### src/rtl/rv32i_types.sv
// Shared RV32 types for the front end: machine word, fetch FSM states and the
// pc/instruction pair carried between fetch and decode.
package rv32i_types;

    localparam int unsigned XLEN = 32;

    typedef logic [XLEN-1:0] rv32i_word;

    localparam rv32i_word NOP_INSTR = 32'h0000_0013;

    typedef enum logic [1:0] {
        REQ     = 2'd0,
        DISCARD = 2'd1,
        FULL    = 2'd2
    } fetch_state_t;

    typedef struct packed {
        rv32i_word pc;
        rv32i_word instr;
    } fetch_pkt_t;

    function automatic rv32i_word align_word(input rv32i_word addr);
        return addr & ~rv32i_word'(3);
    endfunction

endpackage

### src/rtl/if_id_reg.sv
// IF/ID pipeline register: load a new pc/instr pair, hold it under a decode
// stall, or flush it on a redirect (flush wins over load and hold).
module if_id_reg
    import rv32i_types::*;
(
    input  logic       clk,
    input  logic       rst,
    input  logic       load,
    input  logic       flush,
    input  logic       stall,
    input  fetch_pkt_t pkt,
    output logic       valid,
    output rv32i_word  pc,
    output rv32i_word  instr
);

    logic       valid_q, valid_d;
    fetch_pkt_t pkt_q, pkt_d;

    always_comb begin
        valid_d = valid_q;
        pkt_d   = pkt_q;
        if (flush) begin
            valid_d = 1'b0;
        end else if (load) begin
            valid_d = 1'b1;
            pkt_d   = pkt;
        end else if (!(stall && valid_q)) begin
            valid_d = 1'b0;
        end
    end

    always_ff @(posedge clk) begin
        if (rst) begin
            valid_q <= 1'b0;
            pkt_q   <= '{pc: '0, instr: NOP_INSTR};
        end else begin
            valid_q <= valid_d;
            pkt_q   <= pkt_d;
        end
    end

    assign valid = valid_q;
    assign pc    = pkt_q.pc;
    assign instr = pkt_q.instr;

endmodule

### src/rtl/fetch_stage.sv
// IF stage: owns the PC, runs the single-outstanding imem handshake and feeds
// IF/ID, absorbing one word in a skid register while decode is stalled.
module fetch_stage
    import rv32i_types::*;
#(
    parameter rv32i_word RESET_PC = 32'h4000_0000
) (
    input  logic      clk,
    input  logic      rst,
    input  logic      stall,
    input  logic      redirect,
    input  rv32i_word redirect_pc,
    output rv32i_word imem_address,
    output logic      imem_read,
    input  rv32i_word imem_rdata,
    input  logic      imem_resp,
    output logic      if_id_valid,
    output rv32i_word if_id_pc,
    output rv32i_word if_id_instr
);

    fetch_state_t state_q, state_d;
    rv32i_word    pc_q, pc_d;
    rv32i_word    tgt_q, tgt_d;
    fetch_pkt_t   skid_q, skid_d;
    logic         drop_q, drop_d;
    logic         busy_q, busy_d;
    logic         drop_rst;
    logic         load;
    fetch_pkt_t   load_pkt;
    rv32i_word    redirect_tgt;

    assign redirect_tgt = align_word(redirect_pc);
    assign imem_read    = (state_q != FULL);
    assign imem_address = pc_q;

    // busy_q: memory has seen a request it has not answered yet. A reset that
    // lands on such a request arms drop_q so the stale word is thrown away.
    assign drop_rst = (drop_q | busy_q) & ~imem_resp;

    always_comb begin
        state_d  = state_q;
        pc_d     = pc_q;
        tgt_d    = tgt_q;
        skid_d   = skid_q;
        drop_d   = drop_q & ~imem_resp;
        busy_d   = imem_read & ~imem_resp;
        load     = 1'b0;
        load_pkt = '{pc: pc_q, instr: imem_rdata};

        unique case (state_q)
            REQ: begin
                if (imem_resp) begin
                    if (redirect || drop_q) begin
                        pc_d = redirect ? redirect_tgt : pc_q;
                    end else if (!if_id_valid || !stall) begin
                        load = 1'b1;
                        pc_d = pc_q + 32'd4;
                    end else begin
                        skid_d  = '{pc: pc_q, instr: imem_rdata};
                        pc_d    = pc_q + 32'd4;
                        state_d = FULL;
                    end
                end else if (redirect) begin
                    tgt_d   = redirect_tgt;
                    state_d = DISCARD;
                end
            end
            DISCARD: begin
                if (redirect) begin
                    tgt_d = redirect_tgt;
                end
                if (imem_resp) begin
                    pc_d    = redirect ? redirect_tgt : tgt_q;
                    state_d = REQ;
                end
            end
            FULL: begin
                if (redirect) begin
                    skid_d  = '0;
                    pc_d    = redirect_tgt;
                    state_d = REQ;
                end else if (!stall) begin
                    load     = 1'b1;
                    load_pkt = skid_q;
                    state_d  = REQ;
                end
            end
            default: begin
                state_d = REQ;
            end
        endcase
    end

    always_ff @(posedge clk) begin
        if (rst) begin
            state_q <= REQ;
            pc_q    <= RESET_PC;
            tgt_q   <= '0;
            skid_q  <= '0;
            drop_q  <= drop_rst;
            busy_q  <= 1'b0;
        end else begin
            state_q <= state_d;
            pc_q    <= pc_d;
            tgt_q   <= tgt_d;
            skid_q  <= skid_d;
            drop_q  <= drop_d;
            busy_q  <= busy_d;
        end
    end

    if_id_reg u_if_id_reg (
        .clk   (clk),
        .rst   (rst),
        .load  (load),
        .flush (redirect),
        .stall (stall),
        .pkt   (load_pkt),
        .valid (if_id_valid),
        .pc    (if_id_pc),
        .instr (if_id_instr)
    );

endmodule

### config.mk
export PLATFORM = sky130hd
export DESIGN_NAME = fetch_stage
export DESIGN_NICKNAME = d
export VERILOG_FILES = /design/src/rtl/rv32i_types.sv /design/src/rtl/if_id_reg.sv /design/src/rtl/fetch_stage.sv
export SDC_FILE = /design/constraint.sdc
export NUM_CORES = 1
export LEC_CHECK = 0
export CORE_ASPECT_RATIO = 1.2
export CORE_MARGIN = 2
export CORE_UTILIZATION = 50
export CTS_CLUSTER_SIZE = 25
export DETAILED_ROUTE_END_ITERATION = 12
export GPL_TIMING_DRIVEN = 0
export PLACE_DENSITY = 0.77
export SKIP_LAST_GASP = 1
export SYNTH_ARGS = -nofsm -noshare
export SYNTH_HDL_FRONTEND = slang
export SYNTH_SLANG_ARGS = --single-unit
export TNS_END_PERCENT = 30
### constraint.sdc
create_clock -name clk -period 3.95 [get_ports clk]
set_input_delay 1.185 -clock clk [delete_from_list [all_inputs] [get_ports clk]]
set_output_delay 1.185 -clock clk [all_outputs]
set_load 0.01 [all_outputs]
==> results of run 1 <==
cell families (layout without fill, tap and decap cells):
| group | Yosys count | count (layout) |
|---|---|---|
| simple gates | 400 | 400 |
| buf+inv | 122 | 316 |
| fa+ha+maj | 4 | 4 |
| flops | 197 | 197 |
| mux | 9 | 9 |
| xor+xnor | 4 | 4 |
| compound gates | 354 | 354 |
flip-flops by register name, summed over array words and instances, names as in the netlist:
| name | cells |
|---|---|
| busy_q | 1 |
| drop_q | 1 |
| imem_address | 32 |
| skid_q | 64 |
| state_q | 2 |
| tgt_q | 32 |
| u_if_id_reg.instr | 32 |
| u_if_id_reg.pc | 32 |
| u_if_id_reg.valid | 1 |
final cells by class:
cell class	count	area, sq um	share of cell area (%)
Timing Repair Buffer	162	1620	13.9
Inverter	13	48.8	0.419
Clock buffer	18	439	3.77
Tap cell	224	280	2.41
Sequential cell	197	3940	33.9
Clock inverter	14	169	1.45
Multi-Input combinational cell	771	4580	39.3
Buffer	109	556	4.77
synthesized netlist by cell type (6+ instances only):
master	instances
a211o_1	7
a211oi_1	17
a21oi_1	95
a221o_1	6
a221oi_1	6
a22o_1	66
a22oi_1	21
a311oi_1	59
a31oi_1	6
buf_2	45
buf_4	14
clkbuf_1	43
dfxtp_1	197
inv_1	13
mux2i_1	6
nand2_1	214
nand2b_1	12
nand3_1	13
nand4_1	12
nor2_1	90
nor2b_1	7
nor3_1	14
o21ai_0	18
o22ai_1	6
o31ai_1	6
worst max-delay path: stages, from the launching register on:
cell and delay [ns]:
dfxtp_1 0.40, inv_1 0.10, ha_1 0.33, buf_4 0.23, inv_1 0.16, clkdlybuf4s50_1 0.57
metal layers:
layer	wire (um)	global-route usage (%)	share of wire [%]
met4	1240	14.3	3.9
met3	2350	4.68	7.5
met5	0	0	0
met2	14800	53.4	47
met1	13100	41.8	42
through the flow:
stage	total power, W	std cells	hold slack [ns]	util (%)
after floorplan	0.00308	1090	0.432	-
after global placement	0.00371	1476	0.438	61.1
after detailed placement	0.00373	1476	0.447	61.1
after CTS	0.00548	1508	0.457	64.5
after global routing	0.00571	1508	0.485	64.5
final	0.00550	1508	0.458	64.5
power by group through the flow:
stage / Clock, W / Combinational [W] / Sequential, W
floorplan: 0 / 0.000734 / 0.00235
global placement: 0 / 0.00138 / 0.00234
detailed placement: 0 / 0.00138 / 0.00235
CTS: 0.00179 / 0.00139 / 0.00230
global route: 0.00187 / 0.00152 / 0.00232
finish: 0.00179 / 0.00141 / 0.00230
worst paths after layout:
check,start,endpoint,slack [ns],cells after the start
max,state_q[0]$_SDFFE_PP0P_,imem_read,0.52,5
min,tgt_q[31]$_SDFFE_PP0P_,tgt_q[31]$_SDFFE_PP0P_,0.46,2
max reg2reg,state_q[1]$_SDFFE_PP0P_,imem_address[11]$_SDFFE_PP0P_,1.21,8
min reg2reg,tgt_q[31]$_SDFFE_PP0P_,tgt_q[31]$_SDFFE_PP0P_,0.46,2
==> metrics.md, run 1 <==
| Metric | Value |
|---|---|
| Status | `finished, final reports clean` |
| Simple-gate share of the synthesized area | `19.7%` |
| Antenna cell count | `0` |
| Slew headroom | `38.9%` |
| Max Slew Vio Count | `0` |
| Sequential share of the synthesized area | `43.2%` |
| Maxcap violations | `0` |
| Clk pwr share | `32.5%` |
| Worst Skew | `0.0157 ns` |
| Synth top area cells | `dfxtp_1, nand2_1, a22o_1, a311oi_1, a21oi_1` |
| Hold buffer count at CTS | `0` |
| Max H-tree Level | `4` |
| Antenna-violating nets left | `0` |
| # port buffers | `162` |
| WL/cell | `20.9 um` |
| Post-Synth Adder-Cell Area | `0.548%` |
| Worst-Skew Late Latency | `0.45 ns` |
| Layout area overhead | `27.5%` |
| Actual slew at the worst max-slew pin | `0.916 ns` |
| Worst Path Required | `2.76 ns` |
| Post-DP HPWL | `23200 um` |
| Row count | `54` |
| Final net count | `1344` |
| CTS tree | `built` |
| Grt ovf | `0` |
| Commonest non-fill, non-tap cell in the layout | `nand2_1` |
| Starting Density | `50.6%` |
| Residual DRC count | `0` |
| CTS Buffer Depth | `2` |
| Gate power share | `25.7%` |
| Cell area after layout | `0.0116 sq mm` |
| Minimum clock period | `3.43 ns` |
| Chip width | `127 um` |
| Synth Flop Type | `dfxtp_1` |
| Global-route wire length before repair | `49300 um` |
| Worst Path Max Fanout | `10` |
| Mapped Area | `0.00913 sq mm` |
| Synth Area in XOR/XNOR | `0.384%` |
| RSZ-0062 raised after global routing | `no` |
| DRT Pass-1 Iters | `7` |
| Psw | `0.00188 W` |
| Setup TNS | `0 ns` |
| Mapped Cells | `1090` |
| # resized after CTS | `0` |
| Post-synth EDFFs | `0` |
| WS Path Type | `reg2out` |
| Placer Congestion | `1.05` |
| CP endpoint kind | `output port` |
| Sw frac | `34.2%` |
| Max VDD drop | `324 uV` |
| Fin. Hold Viols | `0` |
| Top cell type's share of synthesized area | `43.2%` |
| Drt via density | `6.15` |
| Avg Cell Area, Syn | `8.37 sq um` |
| Synth cell types | `76` |
| Clk sinks | `197` |
| Fillers | `1579` |
| Compound-Gate Fraction of Synth Area | `28.5%` |
| Ys async rst share | `0%` |
| Leak | `4.21 nW` |
| Final worst-path setup slack | `0.515 ns` |
| Main combinational cell family by area after synthesis | `compound AO/OA/AOI/OAI gates` |
| Syn_nets | `1163` |
| F_max | `291 MHz` |
| PD cells | `473 mW/mm^2` |
| Hold crit path type | `reg2reg` |
| Setup-failing EPs final | `0` |
| Final worst path period share | `87.0%` |
| Worst-path clk slew | `0.08 ns` |
| Initial DRC count | `949` |
| Vias | `9269` |
| Final WL | `31500 um` |
| Vias in the first global route | `8820` |
| Place WS | `0.425 ns` |
| Sequential power share | `41.9%` |
| IO Count | `167` |
| Synth Register Bits | `197` |
| Initial antenna violation count | `0` |
| Worst setup SP type | `flop` |
| Post-synthesis mux area share | `1.03%` |
| Placed cell areas | `0.0110 sq mm` |
| Internal | `0.00362 W` |
| Area leader, netlist | `dfxtp_1` |
| Largest net degree at the start of global routing | `22` |
| Share of cells above drive strength 1 | `9.66%` |
| Num CTS Buffers | `17` |
| Core Region | `0.0180 sq mm` |
| Total global-route track usage | `32.3%` |
| WP data arrival | `2.25 ns` |
| Yosys warnings | `0` |
| Die area | `0.0194 sq mm` |
| Root Buffer | `clkbuf_16` |
| Most frequent cells in the layout | `nand2_1, dfxtp_1, clkdlybuf4s50_1, a21oi_1, nor2_1` |
| Die Ht | `152 um` |
| Post-CTS setup buffer count | `0` |
Power figures use the tool's default switching activity.
==> inputs of run 2 (changes only) <==
CORE_UTILIZATION = 35   (was 50)
PLACE_DENSITY = not set   (was 0.77)
==> metrics.md, run 2 (synthesized netlist as in run 1, its figures left out) <==
| Metric | Value |
|---|---|
| PD cells | `468 mW/mm^2 (was 473 mW/mm^2)` |
| CTS Buffer Depth | `2 (unchanged)` |
| Hold buffer count at CTS | `0 (unchanged)` |
| Final net count | `1344 (unchanged)` |
| Total global-route track usage | `25.1% (was 32.3%)` |
| Worst Path Required | `2.76 ns (about the same)` |
| Setup-failing EPs final | `0 (unchanged)` |
| Chip width | `151 um (was 127 um)` |
| Hold WS | `0.459 ns (was 0.458 ns)` |
| Clk sinks | `197 (unchanged)` |
| # port buffers | `162 (unchanged)` |
| Hold crit path type | `reg2reg (unchanged)` |
| RSZ-0062 raised after global routing | `no (unchanged)` |
| Die area | `0.0274 sq mm (was 0.0194 sq mm)` |
| Num CTS Buffers | `17 (unchanged)` |
| Busiest metal layer after global routing | `met2 (unchanged)` |
| Met1 GRT Util | `32.3% (was 41.8%)` |
| Grt met2 use | `42.3% (was 53.4%)` |
| Global-route wire length before repair | `52800 um (was 49300 um)` |
| WL/cell | `21.3 um (was 20.9 um)` |
| Post-CTS setup buffer count | `0 (unchanged)` |
| Residual DRC count | `0 (unchanged)` |
| CTS tree | `built (unchanged)` |
| Status | `finished, final reports clean (unchanged)` |
| Commonest non-fill, non-tap cell in the layout | `nand2_1 (unchanged)` |
| Largest net degree at the start of global routing | `21 (was 22)` |
| Max reg flops | `64 (unchanged)` |
| Post-DP HPWL | `25700 um (was 23200 um)` |
| Initial DRC count | `996 (was 949)` |
| Antenna-violating nets left | `0 (unchanged)` |
| Starting Density | `35.7% (was 50.6%)` |
| Worst-Skew Late Latency | `0.44 ns (was 0.45 ns)` |
| Fillers | `2573 (was 1579)` |
| Die Ht | `181 um (was 152 um)` |
| Vias in the first global route | `8916 (was 8820)` |
| Grt ovf | `0 (unchanged)` |
| Root Buffer | `clkbuf_16 (unchanged)` |
| Worst Skew | `0.0156 ns (was 0.0157 ns)` |
| Actual slew at the worst max-slew pin | `0.866 ns (was 0.916 ns)` |
| Max Slew Vio Count | `0 (unchanged)` |
| DRT Pass-1 Iters | `6 (was 7)` |
| Minimum clock period | `3.52 ns (was 3.43 ns)` |
| CP endpoint kind | `output port (unchanged)` |
| Worst Path Max Fanout | `10 (unchanged)` |
| Worst-path clk slew | `0.08 ns (about the same)` |
| Total power | `0.00550 W (about the same)` |
| Final worst path period share | `89.2% (was 87.0%)` |
| Slew headroom | `42.3% (was 38.9%)` |
| Worst setup SP type | `flop (unchanged)` |
| Drt via density | `5.69 (was 6.15)` |
| Layout area overhead | `28.8% (was 27.5%)` |
| GR Util met3 | `4.87% (was 4.68%)` |
| Row count | `64 (was 54)` |
| Final WL | `34500 um (was 31500 um)` |
| Share of cells above drive strength 1 | `9.66% (unchanged)` |
| Fin. Hold Viols | `0 (unchanged)` |
| IO Count | `167 (unchanged)` |
| Most flops, register | `skid_q (unchanged)` |
| Placer Congestion | `1.00 (was 1.05)` |
| WP data arrival | `2.34 ns (was 2.25 ns)` |
| Most frequent cells in the layout | `nand2_1, dfxtp_1, clkdlybuf4s50_1, a21oi_1, nor2_1 (unchanged)` |
| Vias | `9190 (was 9269)` |
| Placed cell areas | `0.0112 sq mm (was 0.0110 sq mm)` |
| Antenna cell count | `0 (unchanged)` |
| Max VDD drop | `296 uV (was 324 uV)` |
| Core Region | `0.0255 sq mm (was 0.0180 sq mm)` |
| # resized after CTS | `0 (unchanged)` |
| F_max | `284 MHz (was 291 MHz)` |
| Leak | `4.21 nW (about the same)` |
| Cell area after layout | `0.0118 sq mm (was 0.0116 sq mm)` |
| Max H-tree Level | `4 (unchanged)` |
| WS Path Type | `reg2out (unchanged)` |
| Setup TNS | `0 ns (unchanged)` |
| Initial antenna violation count | `0 (unchanged)` |
| Maxcap violations | `0 (unchanged)` |
[run 2: changes by cell type in the layout (fill, tap and decap cells not counted)]
| cell | delta |
|---|---|
| clkinv_4 | +3 |
| inv_12 | -2 |
| clkinv_8 | +1 |
| inv_6 | -1 |
| inv_8 | -1 |
[run 2: final timing paths]
check	to	start	slack [ns]	cells past startpoint
worst max-delay path	imem_read	state_q[0]$_SDFFE_PP0P_	0.43	5
worst min-delay path	tgt_q[25]$_SDFFE_PP0P_	tgt_q[25]$_SDFFE_PP0P_	0.46	2
worst max register to register	imem_address[26]$_SDFFE_PP0P_	state_q[0]$_SDFFE_PP0P_	1.06	8
worst min register to register	tgt_q[25]$_SDFFE_PP0P_	tgt_q[25]$_SDFFE_PP0P_	0.46	2
[run 2: cell type report]
class / instances / area (sq um) / area share (%)
clock inverter: 14 / 159 / 1.35
sequential: 197 / 3940 / 33.5
inverter: 13 / 48.8 / 0.415
clock buffer: 18 / 439 / 3.74
timing repair buffer: 162 / 1620 / 13.8
tap: 330 / 413 / 3.51
buffer: 109 / 556 / 4.72
multi-input combinational: 771 / 4580 / 38.9
[run 2: routing by layer]
| metal | vias to the layer above | routed length, um |
|---|---|---|
| li1 | 4354 | - |
| met5 | - | 0 |
| met4 | 0 | 905 |
| met2 | 410 | 16400 |
| met3 | 62 | 2570 |
| met1 | 4364 | 14600 |
[run 2: worst max-delay path: stages (launching register included)]
cell and delay (ns):
dfxtp_1 0.41, inv_1 0.11, ha_1 0.35, buf_4 0.25, inv_1 0.20, clkdlybuf4s50_1 0.59
[run 2: through the flow]
stage          cells  worst slack (ns)  utilization, %
3_5_place_dp    1582             0.371            43.7
6_report        1614             0.428            46.0
2_1_floorplan   1090              1.52               -
4_1_cts         1614             0.459            46.0
5_1_grt         1614             0.372            46.0
3_3_place_gp    1582             0.414            43.7
[run 2: where the power goes]
group	internal [W]	switching, W
Sequential	0.00214	0.000162
Combinational	0.000601	0.000848
Clock	0.000866	0.000883
Total	0.00361	0.00189
==> inputs of run 3 (changes only) <==
CAP_MARGIN = 5   (was not set)
RECOVER_POWER = 50   (was not set)
==> metrics.md, run 3 (synthesized netlist as in run 1, its figures left out) <==
| Metric | Value |
|---|---|
| Cell area after layout | `0.0117 sq mm (was 0.0118 sq mm)` |
| Global-route wire length before repair | `52800 um (unchanged)` |
| Antenna-violating nets left | `0 (unchanged)` |
| Chip width | `151 um (unchanged)` |
| Final WL | `34500 um (about the same)` |
| Final worst-path setup slack | `0.378 ns (was 0.428 ns)` |
| Core Region | `0.0255 sq mm (unchanged)` |
| CP endpoint kind | `flop (was output port)` |
| WL/cell | `21.4 um (was 21.3 um)` |
| Fin. Hold Viols | `0 (unchanged)` |
| Row count | `64 (unchanged)` |
| Grt ovf | `0 (unchanged)` |
| Max Slew Vio Count | `0 (unchanged)` |
| CP max stage delay | `0.76 ns (was 0.59 ns)` |
| Drt via density | `5.72 (was 5.69)` |
| Maxcap violations | `0 (unchanged)` |
| Most flops, register | `skid_q (unchanged)` |
| Total global-route track usage | `25.1% (unchanged)` |
| Worst Path Max Fanout | `10 (unchanged)` |
| Area occupied by multi-input gates | `0.00457 sq mm (was 0.00458 sq mm)` |
| Actual slew at the worst max-slew pin | `0.834 ns (was 0.866 ns)` |
| Post-CTS setup buffer count | `0 (unchanged)` |
| CP max stage cell | `dlygate4sd3_1 (was clkdlybuf4s50_1)` |
| Setup TNS | `0 ns (unchanged)` |
| Residual DRC count | `0 (unchanged)` |
| Share of cells above drive strength 1 | `9.03% (was 9.66%)` |
| Final net count | `1344 (unchanged)` |
| Worst-Skew Late Latency | `0.45 ns (was 0.44 ns)` |
| Commonest non-fill, non-tap cell in the layout | `nand2_1 (unchanged)` |
| Hold buffer count at CTS | `0 (unchanged)` |
| Placed cell areas | `0.0112 sq mm (unchanged)` |
| Slew headroom | `44.4% (was 42.3%)` |
| Die Ht | `181 um (unchanged)` |
| F_max | `280 MHz (was 284 MHz)` |
| Vias | `9227 (was 9190)` |
| Initial DRC count | `1003 (was 996)` |
| IO Count | `167 (unchanged)` |
| Most frequent cells in the layout | `nand2_1, dfxtp_1, dlygate4sd3_1, a21oi_1, nor2_1 (was nand2_1, dfxtp_1, clkdlybuf4s50_1, a21oi_1, nor2_1)` |
| Setup-failing EPs final | `0 (unchanged)` |
| Die area | `0.0274 sq mm (unchanged)` |
| CP Cell Sequence | `dlygate4sd3_1 > and2_0 > a21oi_1 > nor2_1 > clkbuf_1 > clkbuf_1 > a311oi_1 (was inv_1 > ha_1 > buf_4 > inv_1 > clkdlybuf4s50_1)` |
| Clk sinks | `197 (unchanged)` |
| Max reg flops | `64 (unchanged)` |
| Placer Congestion | `1.00 (unchanged)` |
| Antenna cell count | `0 (unchanged)` |
| Minimum clock period | `3.57 ns (was 3.52 ns)` |
| # resized after CTS | `0 (unchanged)` |
| Largest net degree at the start of global routing | `21 (unchanged)` |
| Starting Density | `35.7% (unchanged)` |
| Final worst path period share | `90.4% (was 89.2%)` |
| WP data arrival | `3.87 ns (was 2.34 ns)` |
| Vias in the first global route | `8916 (unchanged)` |
| Max H-tree Level | `4 (unchanged)` |
| # port buffers | `162 (unchanged)` |
| Worst setup SP type | `input pin (was flop)` |
| CP most frequent cell | `clkbuf_1 (was inv_1)` |
| Worst-path clk slew | `0.08 ns (about the same)` |
| Post-DP HPWL | `25700 um (unchanged)` |
| Hold WS | `0.460 ns (was 0.459 ns)` |
| Fillers | `2581 (was 2573)` |
| Register area | `0.00394 sq mm (unchanged)` |
| Max VDD drop | `299 uV (was 296 uV)` |
| Hold crit path type | `reg2reg (unchanged)` |
| DRT Pass-1 Iters | `6 (unchanged)` |
| CTS Buffer Depth | `2 (unchanged)` |
| WS Path Type | `in2reg (was reg2out)` |
| Place WS | `0.371 ns (unchanged)` |
| Root Buffer | `clkbuf_16 (unchanged)` |
| Initial antenna violation count | `0 (unchanged)` |
| RSZ-0062 raised after global routing | `no (unchanged)` |
| Status | `finished, final reports clean (unchanged)` |
| Num CTS Buffers | `17 (unchanged)` |
| Layout area overhead | `28.6% (was 28.8%)` |
| Worst Path Required | `4.25 ns (was 2.76 ns)` |
| Worst Skew | `0.0169 ns (was 0.0156 ns)` |
| CTS tree | `built (unchanged)` |
| PD cells | `465 mW/mm^2 (was 468 mW/mm^2)` |
| Leak | `4.43 nW (was 4.21 nW)` |
[run 3: cell types whose count changed in the layout (fill, tap and decap cells not counted), sizes merged]
cell           delta
dlygate4sd3      +98
clkdlybuf4s50    -98
buf               -7
clkbuf            +7
[run 3: final timing paths]
check	slack (ns)	from	end	depth (start not counted)
hold reg to reg	0.46	tgt_q[25]$_SDFFE_PP0P_	tgt_q[25]$_SDFFE_PP0P_	2
setup / recovery	0.38	imem_resp	u_if_id_reg.instr[23]$_SDFFE_PP0P_	7
hold / removal	0.46	tgt_q[25]$_SDFFE_PP0P_	tgt_q[25]$_SDFFE_PP0P_	2
setup reg to reg	1.02	state_q[0]$_SDFFE_PP0P_	u_if_id_reg.instr[23]$_SDFFE_PP0P_	9
[run 3: layout make-up]
| type | count | share of cell area (%) |
|---|---|---|
| sequential | 197 | 33.6 |
| inverter | 13 | 0.416 |
| buffer | 109 | 4.60 |
| clock buffer | 18 | 3.74 |
| multi-input combinational | 771 | 38.9 |
| clock inverter | 14 | 1.35 |
| tap | 330 | 3.52 |
| timing repair buffer | 162 | 13.8 |
[run 3: per-stage QoR]
step | utilization [%] | cells | power, W
floorplan | - | 1090 | 0.00308
global placement | 43.7 | 1582 | 0.00377
detailed placement | 43.7 | 1582 | 0.00378
CTS | 46.0 | 1614 | 0.00552
global route | 45.9 | 1614 | 0.00568
finish | 45.9 | 1614 | 0.00545
[run 3: power by group]
group / switching [W] / leakage, nW / internal (W)
clock: 0.000887 / 0.288 / 0.000866
combinational: 0.000849 / 2.53 / 0.000552
sequential: 0.000157 / 1.61 / 0.00214
total: 0.00189 / 4.43 / 0.00356
[run 3: layer usage]
layer	global-route usage, %	vias up	wire length (um)
li1	-	4348	-
met1	32.3	4392	14600
met2	42.3	424	16300
met3	4.87	63	2580
met4	7.55	0	922
met5	0	-	0
[run 3: worst max-delay path: cells and delay by family]
family	cells	cell delay (ns)
buffers and inverters	3	1.66
and+or+nand+nor	2	0.73
AOI/OAI and AO/OA	2	0.28
